==> src/rtl/ethpipe_pkg.sv <==
// ethpipe_pkg: shared TX state encoding, framing bytes and CRC-32 constants
package ethpipe_pkg;

    typedef enum logic [2:0] {
        ST_IDLE,
        ST_PRE,
        ST_SFD,
        ST_DATA,
        ST_PAD,
        ST_FCS,
        ST_IFG
    } tx_state_t;

    localparam logic [7:0]  PREAMBLE_BYTE = 8'h55;
    localparam logic [7:0]  SFD_BYTE      = 8'hD5;
    localparam logic [31:0] CRC32_POLY    = 32'h04C11DB7;
    localparam logic [31:0] CRC32_INIT    = 32'hFFFFFFFF;

    // Bit-reverse a word; the LSB-first CRC shifts against the reflected polynomial
    function automatic logic [31:0] reflect32(input logic [31:0] v);
        logic [31:0] r;
        for (int i = 0; i < 32; i++) r[i] = v[31-i];
        return r;
    endfunction

endpackage

==> src/rtl/ethpipe_crc32_d8.sv <==
// crc32_d8: combinational reflected CRC-32 update for one byte, LSB first
module crc32_d8
    import ethpipe_pkg::*;
(
    input  logic [31:0] crc_in,
    input  logic [7:0]  d,
    output logic [31:0] crc_out
);

    localparam logic [31:0] POLY_R = reflect32(CRC32_POLY);

    // Eight serial shift steps unrolled into one combinational update
    always_comb begin
        crc_out = crc_in;
        for (int i = 0; i < 8; i++)
            crc_out = {1'b0, crc_out[31:1]} ^ ((crc_out[0] ^ d[i]) ? POLY_R : 32'h0);
    end

endmodule

==> src/rtl/ethpipe_tx.sv <==
// ethpipe_tx: GMII transmitter reading a 16-bit TX slot, adding padding, FCS and IFG
module ethpipe_tx
    import ethpipe_pkg::*;
#(
    parameter int IFG_CYCLES = 12,
    parameter int MIN_FRAME  = 60
) (
    input  logic        gmii_tx_clk,
    input  logic        sys_rst_n,
    input  logic [31:0] global_counter,
    output logic [7:0]  gmii_txd,
    output logic        gmii_tx_en,
    output logic [11:0] slot_tx_eth_address,
    input  logic [15:0] slot_tx_eth_q,
    input  logic [11:0] tx_frame_len,
    input  logic        tx_start,
    output logic        tx_busy,
    output logic        tx_complete,
    output logic [31:0] tx_timestamp
);

    tx_state_t   r_state;
    logic [11:0] r_len;
    logic [11:0] r_cnt;
    logic [7:0]  r_sub;
    logic [7:0]  r_hi;
    logic [31:0] r_crc;

    logic [7:0]  w_byte;
    logic [7:0]  w_din;
    logic [31:0] w_crc_next;
    logic [31:0] w_fcs;
    logic [7:0]  w_fcs_byte;
    logic        w_data_last;
    logic        w_more;
    logic        w_short;
    logic        w_pad_last;

    // Even bytes come straight from the slot word, odd bytes from the held high half
    assign w_byte      = r_cnt[0] ? r_hi : slot_tx_eth_q[7:0];
    assign w_din       = (r_state == ST_DATA) ? w_byte : 8'h00;
    assign w_fcs       = ~r_crc;
    assign w_fcs_byte  = 8'(w_fcs >> {r_sub[1:0], 3'b000});
    assign w_data_last = r_cnt == r_len - 12'd1;
    assign w_more      = {1'b0, r_cnt} + 13'd2 < {1'b0, r_len};
    assign w_short     = r_len < 12'(MIN_FRAME);
    assign w_pad_last  = {4'b0, r_sub} + r_len == 12'(MIN_FRAME - 1);

    crc32_d8 u_crc (
        .crc_in  (r_crc),
        .d       (w_din),
        .crc_out (w_crc_next)
    );

    // Frame sequencer; the slot address advances when a word's low byte is taken,
    // so the next word has settled by the following even byte
    always_ff @(posedge gmii_tx_clk) begin
        if (!sys_rst_n) begin
            r_state             <= ST_IDLE;
            r_len               <= '0;
            r_cnt               <= '0;
            r_sub               <= '0;
            r_hi                <= '0;
            r_crc               <= CRC32_INIT;
            gmii_txd            <= '0;
            gmii_tx_en          <= 1'b0;
            slot_tx_eth_address <= '0;
            tx_busy             <= 1'b0;
            tx_complete         <= 1'b0;
            tx_timestamp        <= '0;
        end else begin
            tx_complete <= 1'b0;
            case (r_state)
                ST_IDLE: begin
                    gmii_tx_en <= 1'b0;
                    gmii_txd   <= '0;
                    if (tx_start && tx_frame_len != 12'd0) begin
                        r_len               <= tx_frame_len;
                        r_sub               <= '0;
                        tx_busy             <= 1'b1;
                        slot_tx_eth_address <= '0;
                        r_state             <= ST_PRE;
                    end
                end
                ST_PRE: begin
                    gmii_tx_en <= 1'b1;
                    gmii_txd   <= PREAMBLE_BYTE;
                    r_sub      <= r_sub + 8'd1;
                    if (r_sub == 8'd6) r_state <= ST_SFD;
                end
                ST_SFD: begin
                    gmii_txd     <= SFD_BYTE;
                    tx_timestamp <= global_counter;
                    r_crc        <= CRC32_INIT;
                    r_cnt        <= '0;
                    r_sub        <= '0;
                    r_state      <= ST_DATA;
                end
                ST_DATA: begin
                    gmii_txd <= w_byte;
                    r_crc    <= w_crc_next;
                    r_cnt    <= r_cnt + 12'd1;
                    if (!r_cnt[0]) begin
                        r_hi <= slot_tx_eth_q[15:8];
                        if (w_more) slot_tx_eth_address <= slot_tx_eth_address + 12'd1;
                    end
                    if (w_data_last) r_state <= w_short ? ST_PAD : ST_FCS;
                end
                ST_PAD: begin
                    gmii_txd <= '0;
                    r_crc    <= w_crc_next;
                    r_sub    <= w_pad_last ? 8'd0 : r_sub + 8'd1;
                    if (w_pad_last) r_state <= ST_FCS;
                end
                ST_FCS: begin
                    gmii_txd <= w_fcs_byte;
                    r_sub    <= (r_sub == 8'd3) ? 8'd0 : r_sub + 8'd1;
                    if (r_sub == 8'd3) r_state <= ST_IFG;
                end
                ST_IFG: begin
                    gmii_tx_en <= 1'b0;
                    gmii_txd   <= '0;
                    r_sub      <= r_sub + 8'd1;
                    if (r_sub == 8'(IFG_CYCLES - 1)) begin
                        tx_complete <= 1'b1;
                        tx_busy     <= 1'b0;
                        r_state     <= ST_IDLE;
                    end
                end
                default: r_state <= ST_IDLE;
            endcase
        end
    end

endmodule

==> config.mk <==
export PLATFORM = sky130hd
export DESIGN_NAME = ethpipe_tx
export DESIGN_NICKNAME = d
export VERILOG_FILES = /design/src/rtl/ethpipe_pkg.sv /design/src/rtl/ethpipe_crc32_d8.sv /design/src/rtl/ethpipe_tx.sv
export SDC_FILE = /design/constraint.sdc
export NUM_CORES = 1
export LEC_CHECK = 0
export CAP_MARGIN = 10
export CORE_MARGIN = 5
export CORE_UTILIZATION = 40
export DETAILED_ROUTE_END_ITERATION = 10
export PLACE_DENSITY = 0.58
export SLEW_MARGIN = 20
export SYNTH_ARGS = -nofsm -noshare
export SYNTH_HDL_FRONTEND = slang
export SYNTH_SLANG_ARGS = --single-unit
==> constraint.sdc <==
create_clock -name gmii_tx_clk -period 4.3 [get_ports gmii_tx_clk]
set_clock_uncertainty 0.2 [all_clocks]
set_input_delay 1.075 -clock gmii_tx_clk [delete_from_list [all_inputs] [get_ports gmii_tx_clk]]
set_output_delay 1.075 -clock gmii_tx_clk [all_outputs]
set_load 0.01 [all_outputs]
==> qor.txt, run 1 <==
status -> completed
CP endpoint kind -> flip-flop
number of global-route vias before repair -> 6502
Post-CTS Setup Inserts -> 0
startpoint types -> flip-flop
clock slew at reported path FFs -> 0.07 ns
Top Usage Layer GRT -> met2
GRT Residual Overflow -> 0
Clock Latency Late Sink -> 0.44 ns
FP Rows -> 50
Iter 0 DRT Violations -> 391
CTS tree -> done
Ports -> 118
Crit Path Category -> reg2reg
final hold violation count -> 0
CTS sink count -> 130
Peak VDD IR -> 0.000314 V
RSZ-0062 raised after global routing -> no
asr flop ratio synth -> 0
TNS Setup -> 0 ns
largest area contributor in the synthesized netlist -> dfxtp_1
register bit total from synthesis -> 130
Placed Area -> 0.00898 sq mm
Final GP Congestion -> 0.838
placed insts -> 1215
Ys Warns -> 0
max-slew violation count -> 0
Die Y -> 148 um
clk root buf -> clkbuf_16
CP Data Required Time -> 4.46 ns
# setup viols final -> 0
layout cells sized above 1 -> 0.0829
post-route setup slack -> 0.588 ns
Top FF cell, synth -> dfxtp_1
utilization after layout -> 0.511
remaining antenna violation count after routing -> 0
CTS Buffer Depth -> 2
Hold-fix buffers, CTS -> 0
fin cells -> 1247
M3 GR Usage -> 0.0555
HPWL after DPL -> 15100 um
Detailed Routing Iterations Pass 1 -> 5
sequential area share after synthesis -> 0.342
routed vias -> 6739
drt via density -> 5.40
largest net degree at the start of global routing -> 40
ANT cells -> 0
CTS Buf Count -> 17
NumNets Final -> 1090
first-pass GRT wire length -> 34500 um
antenna violations before repair -> 0
Synth Instances -> 900
Starting Density -> 0.407
class of the worst hold path -> reg2reg
crit-path max FO -> 10
GRT Util Overall -> 0.196
Die ar. -> 0.0219 sq mm
most common cell after layout, fill and taps aside -> nand2_1
post-CTS sizing -> 0
die width -> 148 um
core box area -> 0.0187 sq mm
top cell type's share of synthesized area -> 0.342
drt wl/cell -> 17.1 um
WP data arrival -> 3.88 ns
worst slew pin tran -> 0.781 ns
Syn Nets -> 990
Non-Filler Cell Area, Final -> 0.00956 sq mm
period utilization -> 0.863
number of synthesized flops with an enable pin -> 0
Max-Cap Viols -> 0
met2 Usage GRT -> 0.321
CTS H-tree depth -> 4
Area Overhead vs Synth -> 25.6%
Mapped Area -> 0.00761 sq mm
GRT met1 Usage -> 0.254
Final min period -> 3.71 ns
synth top area cells -> dfxtp_1 (34%), nand2_1 (7.8%), xnor2_1 (7.1%)
commonest cells after routing, fill and taps aside -> nand2_1 (158), dfxtp_1 (130), clkdlybuf4s50_1 (117)
Max Clock Freq -> 269 MHz
syn_area_per_cell -> 8.46 sq um
post-synth cell types -> 77
input/output buffers -> 117
DRC viols -> 0
pwr dens -> 519 mW/mm^2
wirelength, routed -> 21300 um
Lkg Pwr -> 3.49 nW
max_slew headroom -> 0.476
pre-CTS setup slack -> 0.438 ns
power by group:
part           switching [mW]  total, mW  internal [mW]  leakage [nW]
Clock                   0.662       1.44          0.776         0.285
Sequential              0.168       1.53           1.36          1.06
Combinational            1.07       1.99          0.917          2.15
worst max-delay path, stage by stage, from the launching register on:
cell,delay (ns)
dfxtp_1,0.51
nand4_1,0.29
nor2_1,0.26
nand2_1,0.14
nor2_1,0.14
xor2_1,0.19
ha_1,0.27
a2111oi_0,0.44
nand2_1,0.17
o211a_1,0.35
or4_1,0.54
a21oi_1,0.14
routing by layer:
metal,vias to the layer above,routed length (um)
met5,-,0
met4,0,359
met3,24,1050
met2,124,10200
met1,3219,9720
li1,3372,-
cells by family (layout without fill, tap and decap cells):
group / Yosys count / in the layout / share of synthesized area
simple gates: 325 / 325 / 0.195
fa+ha+maj: 27 / 27 / 0.0454
mux: 34 / 34 / 0.0605
buf+inv: 81 / 194 / 0.0441
xor+xnor: 100 / 100 / 0.144
flops: 130 / 130 / 0.342
compound gates: 203 / 203 / 0.170
registers in the layout (all words and copies together) (netlist names), 3 cells and up:
name / flops
r_len: 12
r_sub: 8
tx_timestamp: 32
gmii_txd: 8
slot_tx_eth_address: 12
r_cnt: 12
r_crc: 32
r_state: 3
r_hi: 8
through the flow:
step / total power, mW / hold slack [ns]
6_report: 4.96 / 0.254
3_5_place_dp: 3.55 / 0.246
5_1_grt: 5.27 / 0.267
3_3_place_gp: 3.55 / 0.242
2_1_floorplan: 2.96 / 0.236
4_1_cts: 5.01 / 0.256
cell usage after synthesis, drive strengths merged (6+ instances only):
cell type / number
nand2: 158
dfxtp: 130
a21oi: 84
nor2: 73
xnor2: 69
clkbuf: 39
ha: 26
inv: 24
o22ai: 24
mux2i: 23
o21ai: 23
nand3: 21
xor2: 21
nor3: 16
buf: 15
o211ai: 11
a31oi: 10
nand4: 10
or4: 10
mux4: 8
and2: 7
o31ai: 7
xnor3: 7
or3: 6
worst paths after layout:
check              startpoint                endpoint  slack, ns  depth (start not counted)
min reg2reg  tx_timestamp[14]        tx_timestamp[14]       0.25                          2
max reg2reg          r_cnt[5]  slot_tx_eth_address[5]       0.59                         11
min          tx_timestamp[14]        tx_timestamp[14]       0.25                          2
max                  r_cnt[5]  slot_tx_eth_address[5]       0.59                         11
area by class of cell:
type	instances	area, sq um
Timing Repair Buffer	135	1310
Clock inverter	15	158
Sequential cell	130	2600
Inverter	27	101
Multi-Input combinational cell	689	4680
Tap cell	234	293
Fill cell	1834	9140
Clock buffer	17	425
Note: power is estimated with default switching activity, not from simulation.
==> run 2, diff against run 1 <==
- CAP_MARGIN: 10 -> unset
==> results of run 2 <==
Same layout as run 1: the final DEF is identical, and so are final timing and power.
==> run 3, diff against run 2 <==
- CELL_PAD_IN_SITES_DETAIL_PLACEMENT: unset -> 1
- CELL_PAD_IN_SITES_GLOBAL_PLACEMENT: unset -> 2
- CORE_UTILIZATION: 40 -> 33
- GPL_TIMING_DRIVEN: unset -> 0
- PLACE_DENSITY: 0.58 -> 0.77
==> qor.txt, run 3 (synthesized netlist as in run 1, its figures left out) <==
status -> completed
Final min period -> 3.90 ns (+0.185 ns)
largest net degree at the start of global routing -> 17 (-57%)
Clock Latency Late Sink -> 0.44 ns (about the same)
most common cell after layout, fill and taps aside -> nand2_1
placed insts -> 1302 (+7.2%)
Critical Path Start -> r_cnt[2]
die width -> 162 um (+9.4%)
Ports -> 118 (unchanged)
Die Y -> 162 um (+9.4%)
post-route setup slack -> 0.403 ns (-0.185 ns)
wirelength, routed -> 25500 um (+20%)
Crit Path Category -> reg2reg
fin cells -> 1334 (+7.0%)
Peak VDD IR -> 0.000244 V (-22%)
startpoint types -> flip-flop
# setup viols final -> 0 (unchanged)
antenna violations before repair -> 0 (unchanged)
final hold violation count -> 0 (unchanged)
utilization after layout -> 0.430 (-0.0807)
drt wl/cell -> 19.1 um (+12%)
WP data arrival -> 4.06 ns (+0.18 ns)
CP endpoint kind -> flip-flop
pre-CTS setup slack -> 0.133 ns (-0.305 ns)
first-pass GRT wire length -> 40600 um (+18%)
drt via density -> 5.22 (-3.4%)
Lkg Pwr -> 3.50 nW (+0.40%)
worst slew pin tran -> 0.865 ns (+0.0841 ns)
ANT cells -> 0 (unchanged)
Detailed Routing Iterations Pass 1 -> 4 (-1)
class of the worst hold path -> reg2reg
max-slew violation count -> 0 (unchanged)
HPWL after DPL -> 19100 um (+27%)
commonest cells after routing, fill and taps aside -> nand2_1 (158), dfxtp_1 (130), clkdlybuf4s50_1 (117)
CTS tree -> done
CP Data Required Time -> 4.46 ns (about the same)
Iter 0 DRT Violations -> 271 (-31%)
Max-Cap Viols -> 0 (unchanged)
Starting Density -> 0.336 (-0.0707)
Final GP Congestion -> 0.800 (-4.5%)
GRT Util Overall -> 0.197 (+0.000241)
remaining antenna violation count after routing -> 0 (unchanged)
largest registers -> r_crc (32), tx_timestamp (32)
period utilization -> 0.906 (+0.0430)
clk root buf -> clkbuf_16
Max Clock Freq -> 257 MHz (-4.7%)
routed vias -> 6962 (+3.3%)
input/output buffers -> 117 (unchanged)
FP Rows -> 55 (+10%)
CTS Buffer Depth -> 2 (unchanged)
core box area -> 0.0226 sq mm (+21%)
number of global-route vias before repair -> 7257 (+12%)
NumNets Final -> 1126 (+3.3%)
pwr dens -> 529 mW/mm^2 (+1.9%)
TNS Setup -> 0 ns (unchanged)
DRC viols -> 0 (unchanged)
Post-CTS Setup Inserts -> 0 (unchanged)
CTS H-tree depth -> 4 (unchanged)
CTS Buf Count -> 17 (unchanged)
GRT Residual Overflow -> 0 (unchanged)
layout cells sized above 1 -> 0.0696 (-0.0133)
max_slew headroom -> 0.419 (-0.0567)
crit-path max FO -> 10 (unchanged)
Area Overhead vs Synth -> 28.1%
Die ar. -> 0.0262 sq mm (+20%)
clock slew at reported path FFs -> 0.06 ns (about the same)
RSZ-0062 raised after global routing -> no
Filler Cell Count -> 2694 (+47%)
Reg-to-Reg Start -> r_cnt[2]
HP Start -> tx_timestamp[27]
CTS sink count -> 130 (unchanged)
-- run 3: changes by cell type in the layout (fill, tap and decap cells not counted), sizes merged --
cell,delta
bufinv,+2
clkinvlp,+1
clkbuf,+41
inv,-3
buf,-4
clkinv,-1
-- run 3: final timing paths --
kind | to | slack [ns] | depth (start not counted)
worst min-delay path | tx_timestamp[27] | 0.25 | 2
worst max-delay path | slot_tx_eth_address[8] | 0.40 | 13
worst max register to register | slot_tx_eth_address[8] | 0.40 | 13
worst min register to register | tx_timestamp[27] | 0.25 | 2
-- run 3: layer usage --
layer / track usage / vias up / share of wire / routed length (um)
li1: - / 3437 / - / -
met2: 0.318 / 109 / 0.46 / 11800
met1: 0.265 / 3387 / 0.48 / 12200
met5: 0 / - / 0 / 0
met3: 0.0457 / 29 / 0.041 / 1040
met4: 0.0527 / 0 / 0.015 / 391
-- run 3: report_power, final --
group | switching (mW) | internal [mW]
Combinational | 1.17 | 0.924
Clock | 0.649 | 0.890
Sequential | 0.153 | 1.36
-- run 3: through the flow --
| step | hold slack (ns) | area (sq um) | power, mW |
|---|---|---|---|
| after CTS | 0.256 | 9740 | 5.21 |
| after floorplan | 0.236 | 7610 | 2.96 |
| after detailed placement | 0.249 | 9140 | 3.64 |
| after global placement | 0.242 | 9140 | 3.63 |
| after global routing | 0.277 | 9750 | 5.46 |
| final | 0.254 | 9750 | 5.15 |
-- run 3: critical path: stages (launching register included) --
cell,delay (ns)
dfxtp_1,0.49
ha_1,0.34
nand3_1,0.21
nor2_1,0.22
xor2_1,0.22
ha_1,0.28
a21oi_1,0.18
nor2b_1,0.07
a2111oi_0,0.40
nand2_1,0.15
o211a_1,0.22
buf_2,0.17
or4_1,0.52
a21oi_1,0.16
-- run 3: layout make-up --
type                    instances  area (sq um)  area share
clock buffers                  18           439      0.0451
flip-flops and latches        130          2600       0.267
inverters                      27           101      0.0104
repair buffers                117          1170       0.120
plain buffers                  54           235      0.0241
clock inverters                14           168      0.0172
well taps                     285           357      0.0366
multi-input cells             689          4670       0.479
-- run 3: timing repair --
| action | CTS | global route |
|---|---|---|
| resized for setup | 0 | 1 |
| hold buffers | 0 | 0 |
| endpoints found under the setup margin | 0 | 3 |
==> RTL edit 1 (flow settings as in run 3) <==
Register the output `tx_timestamp` once more, cleared by the reset; this adds one clock of latency there. The other outputs are not delayed to match.
--- a/src/rtl/ethpipe_tx.sv
+++ b/src/rtl/ethpipe_tx.sv
@@ -20,2 +20,4 @@
 );
+
+    logic [31:0] tx_timestamp_s0;
 
@@ -69,3 +71,3 @@
             tx_complete         <= 1'b0;
-            tx_timestamp        <= '0;
+            tx_timestamp_s0     <= '0;
         end else begin
@@ -92,3 +94,3 @@
                     gmii_txd     <= SFD_BYTE;
-                    tx_timestamp <= global_counter;
+                    tx_timestamp_s0 <= global_counter;
                     r_crc        <= CRC32_INIT;
@@ -134,2 +136,10 @@
 
+    always_ff @(posedge gmii_tx_clk) begin
+        if (!sys_rst_n) begin
+            tx_timestamp <= '0;
+        end else begin
+            tx_timestamp <= tx_timestamp_s0;
+        end
+    end
+
 endmodule
Check against the original RTL: not equivalent (a bounded check fails within 10 cycles, from zero or initial values and one cycle with sys_rst_n low).
==> RTL edit 1 against run 3 <==
Worst setup slack lost 0.015 ns; final area grew 8.3%; power increased by 3.3%; sequential cell count up 32; wire length rose by 4.4%; synthesized area rose by 9.3%; core utilization fell by 0.88 points; die area up 8.7%; worst hold slack lost 0.0032 ns; critical endpoint is now slot_tx_eth_address[10].
==> RTL edit 1: results (changes against run 3) <==
Worst setup path
  • Crit-path max FO: 10 (unchanged)
  • Reg2reg end: slot_tx_eth_address[10]
  • Critical Path Start: r_cnt[1]
  • CP arrival: 4.08 ns (+0.02 ns)
  • Reg-to-Reg Start: r_cnt[1]
  • Slowest cell on crit path: dfxtp_1
  • CP delay by family, top: compound AO/OA/AOI/OAI gates
  • Max stage delay on crit path: 0.54 ns (+0.02 ns)

Place
  • Routability cong.: 0.824 (+3.0%)
  • Detail Placement HPWL: 19.9 mm (+3.7%)

Synth
  • Synth unique cells: 64 (-17%)
  • Synth Net Count: 1057 (+6.8%)
  • Top cells by count, synth: 162 x dfxtp_1, 118 x nand2_1, 76 x a21oi_1
  • Seq/Total Area, Yosys: 39.0% (+4.8 points)
  • Avg Inst Size Synth: 8.60 µm² (+1.7%)
  • Top cells by area, synth: dfxtp_1 39%, xnor2_1 7.1%, nand2_1 5.3%

Layout
  • Fin nets: 1193 (+6.0%)
  • Final std cells w/o fill: 1446 (+8.4%)
  • Share of layout cells above drive strength 1: 5.91% (-1.0 points)
  • Largest registers: r_crc (32), tx_timestamp (32), tx_timestamp_s0 (32)
  • Fill cells: 2956 (+9.7%)

STA
  • Slew headroom: 32.5% (-9.4 points)
  • Hold WS: 0.251 ns (-0.00316 ns)

Drt
  • Iter 0 DRT Violations: 394 (+45%)
  • Drt pass-1 iters: 4 (unchanged)
  • WL met1: 12.1 mm (-1.2%)
  • WL met3: 1.02 mm (-1.9%)
  • Met2 WL: 13.2 mm (+12%)
  • Drt total wl: 26.6 mm (+4.4%)

GRT
  • Met2 Use GR: 32.2% (+0.47 points)
  • GRT Util Overall: 18.7% (-1.0 points)
  • Global Route met3 Usage: 3.18% (-1.4 points)
  • Vias in the first global route: 7693 (+6.0%)
  • Largest net degree at the start of global routing: 22 (+5)
  • First-pass GRT wire length: 42.5 mm (+4.7%)

Clocking
  • Clock slew at reported path FFs: 0.08 ns (+0.02 ns)

Run status
  • Status: complete, no violations

Hold path
  • Min-delay src: tx_timestamp_s0[1]
  • Hold Crit Endpoint: tx_timestamp_s0[1]

Pwr
  • Max rail drop VDD: 0.000242 V (-0.73%)
  • P_leak: 3.78 nW (+8.0%)
[RTL edit 1: kinds of logic after synthesis]
| logic type | after synthesis | synth area share [%] |
|---|---|---|
| DFF | 162 | 39.0 |
| AOI/OAI and AO/OA | 222 | 16.5 |
| and+or+nand+nor | 328 | 18.9 |
| buffers and inverters | 87 | 4.06 |
| xor gates and xnor gates | 108 | 12.2 |
| adders and majority gates | 27 | 4.15 |
| muxes | 33 | 5.19 |
[RTL edit 1: worst max path at each step]
stage | to | cells after the start | slack, ns
after floorplan | r_sub[6] | 10 | 0.83
after global placement | slot_tx_eth_address[1] | 10 | -0.33
after detailed placement | slot_tx_eth_address[1] | 10 | -0.29
after CTS | r_sub[2] | 11 | 0.12
after global routing | slot_tx_eth_address[8] | 14 | 0.10
final | slot_tx_eth_address[10] | 13 | 0.39
[RTL edit 1: tightest hold or removal path, stage by stage (launching register included)]
cell and delay, ns:
dfxtp_1 0.31, nand2_1 0.05, a21oi_1 0.05
[RTL edit 1: area by class of cell]
cell class	instances	area (µm²)	share of cell area, %
repair buffers	117	1170	11.1
plain buffers	61	241	2.29
well taps	330	413	3.91
inverters	26	97.6	0.924
clock buffers	17	425	4.03
clock inverters	15	216	2.05
multi-input cells	718	4750	45.0
flip-flops and latches	162	3240	30.7
[RTL edit 1: metrics by stage]
step                      util (%)  setup WS, ns  cell area [µm²]
after floorplan                  -         0.828             8320
after global placement        39.6        -0.328             9900
after detailed placement      39.6        -0.290             9900
after CTS                     42.1         0.123            10500
after global routing          42.2         0.104            10600
final                         42.2         0.388            10600
[RTL edit 1: report_power, final]
group	internal, mW	switching, mW
clock	0.813	0.796
sequential	1.69	0.149
combinational	0.795	1.08
[RTL edit 1: timing repair]
action	in CTS	in global routing
setup endpoints to repair	0	18
resized for setup	0	3
endpoints found under the hold margin	0	0
==> RTL edit 2 (config.mk and constraints of run 3) <==
Made on the original files. Change the parameter `MIN_FRAME` from 60 to 45.
--- a/src/rtl/ethpipe_tx.sv
+++ b/src/rtl/ethpipe_tx.sv
@@ -5,3 +5,3 @@
     parameter int IFG_CYCLES = 12,
-    parameter int MIN_FRAME  = 60
+    parameter int MIN_FRAME  = 45
 ) (
Function: no difference found for any inputs over 10 cycles, from zero or initial values and one cycle with sys_rst_n low; that may be too few to reach the edited logic, so the function may still have changed.
==> RTL edit 2 against run 3 <==
Via count shrank 3.2%; sequential cell count unchanged; critical endpoint is now slot_tx_eth_address[0]; synthesized area shrank 1.2%; wire length is 2.4% lower; final area decreased by 1.5%; worst setup slack better by 0.11 ns; critical path type unchanged; largest cell class unchanged.
Power is not compared: it rests on default switching activity, and its combinational part moved more than twofold at a synthesized area within 25%.
==> RTL edit 2: results (changes against run 3) <==
Synth
  • Compound-gate portion of the synthesized area: 15.5% (-1.5 points)
  • Top cells by area, synth: dfxtp_1 35%, xnor2_1 7.7%, nand2_1 7.6%
  • Seq/Total Area, Yosys: 34.6% (+0.42 points)
  • Synth unique cells: 72 (-6.5%)
  • Synth Area in XOR/XNOR: 14.9% (+0.56 points)
  • Mux contribution to synthesized area: 6.03% (-0.025 points)
  • Post-Synth Adder-Cell Area: 4.59% (+0.056 points)
  • Top cells by count, synth: 153 x nand2_1, 130 x dfxtp_1, 74 x a21oi_1
  • Avg Inst Size Synth: 8.51 µm² (+0.69%)

Pwr
  • Switching share of total power: around 32%
  • P_leak: roughly 3.4 nW

Place
  • DP Cell Count: 1284 (-1.4%)
  • Post-Place Cell Area: 9030 µm² (-1.1%)
  • Routability cong.: 0.824 (+2.9%)
  • Input/output buffers: 116 (-0.85%)
  • Pre-CTS WS: 0.257 ns (+0.124 ns)
  • Detail Placement HPWL: 18.8 mm (-2.0%)

Clocking
  • Worst-skew pair later-pin latency: 0.42 ns (-0.02 ns)
  • CTS buffer count: 17 (unchanged)

GRT
  • Initial antenna violation count: 1 (+1)
  • GRT Util Overall: 19.3% (-0.33 points)
  • Vias in the first global route: 7021 (-3.3%)

Layout
  • Fin nets: 1108 (-1.6%)
  • Fill cells: 2658 (-1.3%)
  • Share of layout cells above drive strength 1: 7.86% (+0.91 points)

STA
  • Final Cycle Share: 88.1% (-2.5 points)
  • Slew @ Worst Pin: 1.02 ns (+0.154 ns)
  • Hold WS: 0.253 ns (-0.000969 ns)

Drt
  • Drt wl/cell: 18.9 µm (-1.0%)
  • Drt pass-1 iters: 7 (+3)
  • Drt total wl: 24.9 mm (-2.4%)
  • Via Count: 6736 (-3.2%)
  • Iter 0 DRT Violations: 276 (+1.8%)

Run status
  • Status: complete, no violations

Worst setup path
  • R2R Setup Slk: 0.51 ns (+0.11 ns)
RTL edit 2: cell type report:
cell class	count	area [µm²]	share of cell area (%)
sequential	130	2600	27.1
multi-input combinational	675	4590	47.8
antenna	1	2.50	0.0261
buffer	52	231	2.41
inverter	26	97.6	1.02
clock buffer	17	425	4.43
clock inverter	14	135	1.41
tap	285	357	3.72
timing repair buffer	116	1160	12.1
RTL edit 2: final timing paths:
path	startpoint	end	cells after the start
worst min register to register	tx_timestamp[5]	tx_timestamp[5]	2
worst max register to register	r_cnt[5]	slot_tx_eth_address[0]	15
worst max-delay path	r_cnt[5]	slot_tx_eth_address[0]	15
worst min-delay path	tx_timestamp[5]	tx_timestamp[5]	2
RTL edit 2: critical path, stage by stage (launching register included):
cell,delay [ns]
dfxtp_1,0.30
clkbuf_1,0.35
nand4_1,0.26
nor2_1,0.30
and3_1,0.22
nand3_1,0.14
xnor2_1,0.17
ha_1,0.30
a21oi_1,0.15
nand2_1,0.06
a21oi_1,0.13
o21ai_0,0.13
clkbuf_1,0.25
o21ai_0,0.39
mux2i_1,0.24
nor2_1,0.05
RTL edit 2: kinds of logic (layout without fill, tap and decap cells):
group,after synthesis,count (layout)
mux,35,35
buf+inv,78,225
compound gates,187,187
fa+ha+maj,27,27
xor+xnor,105,105
simple gates,321,321
flops,130,130
other cells,0,1
RTL edit 2: routing by layer:
layer / track usage (%) / vias to the layer above / wire length [µm]
li1: - / 3370 / -
met4: 4.54 / 0 / 365
met3: 3.28 / 24 / 612
met5: 0 / - / 0
met1: 25.9 / 3251 / 11900
met2: 32.6 / 91 / 12100
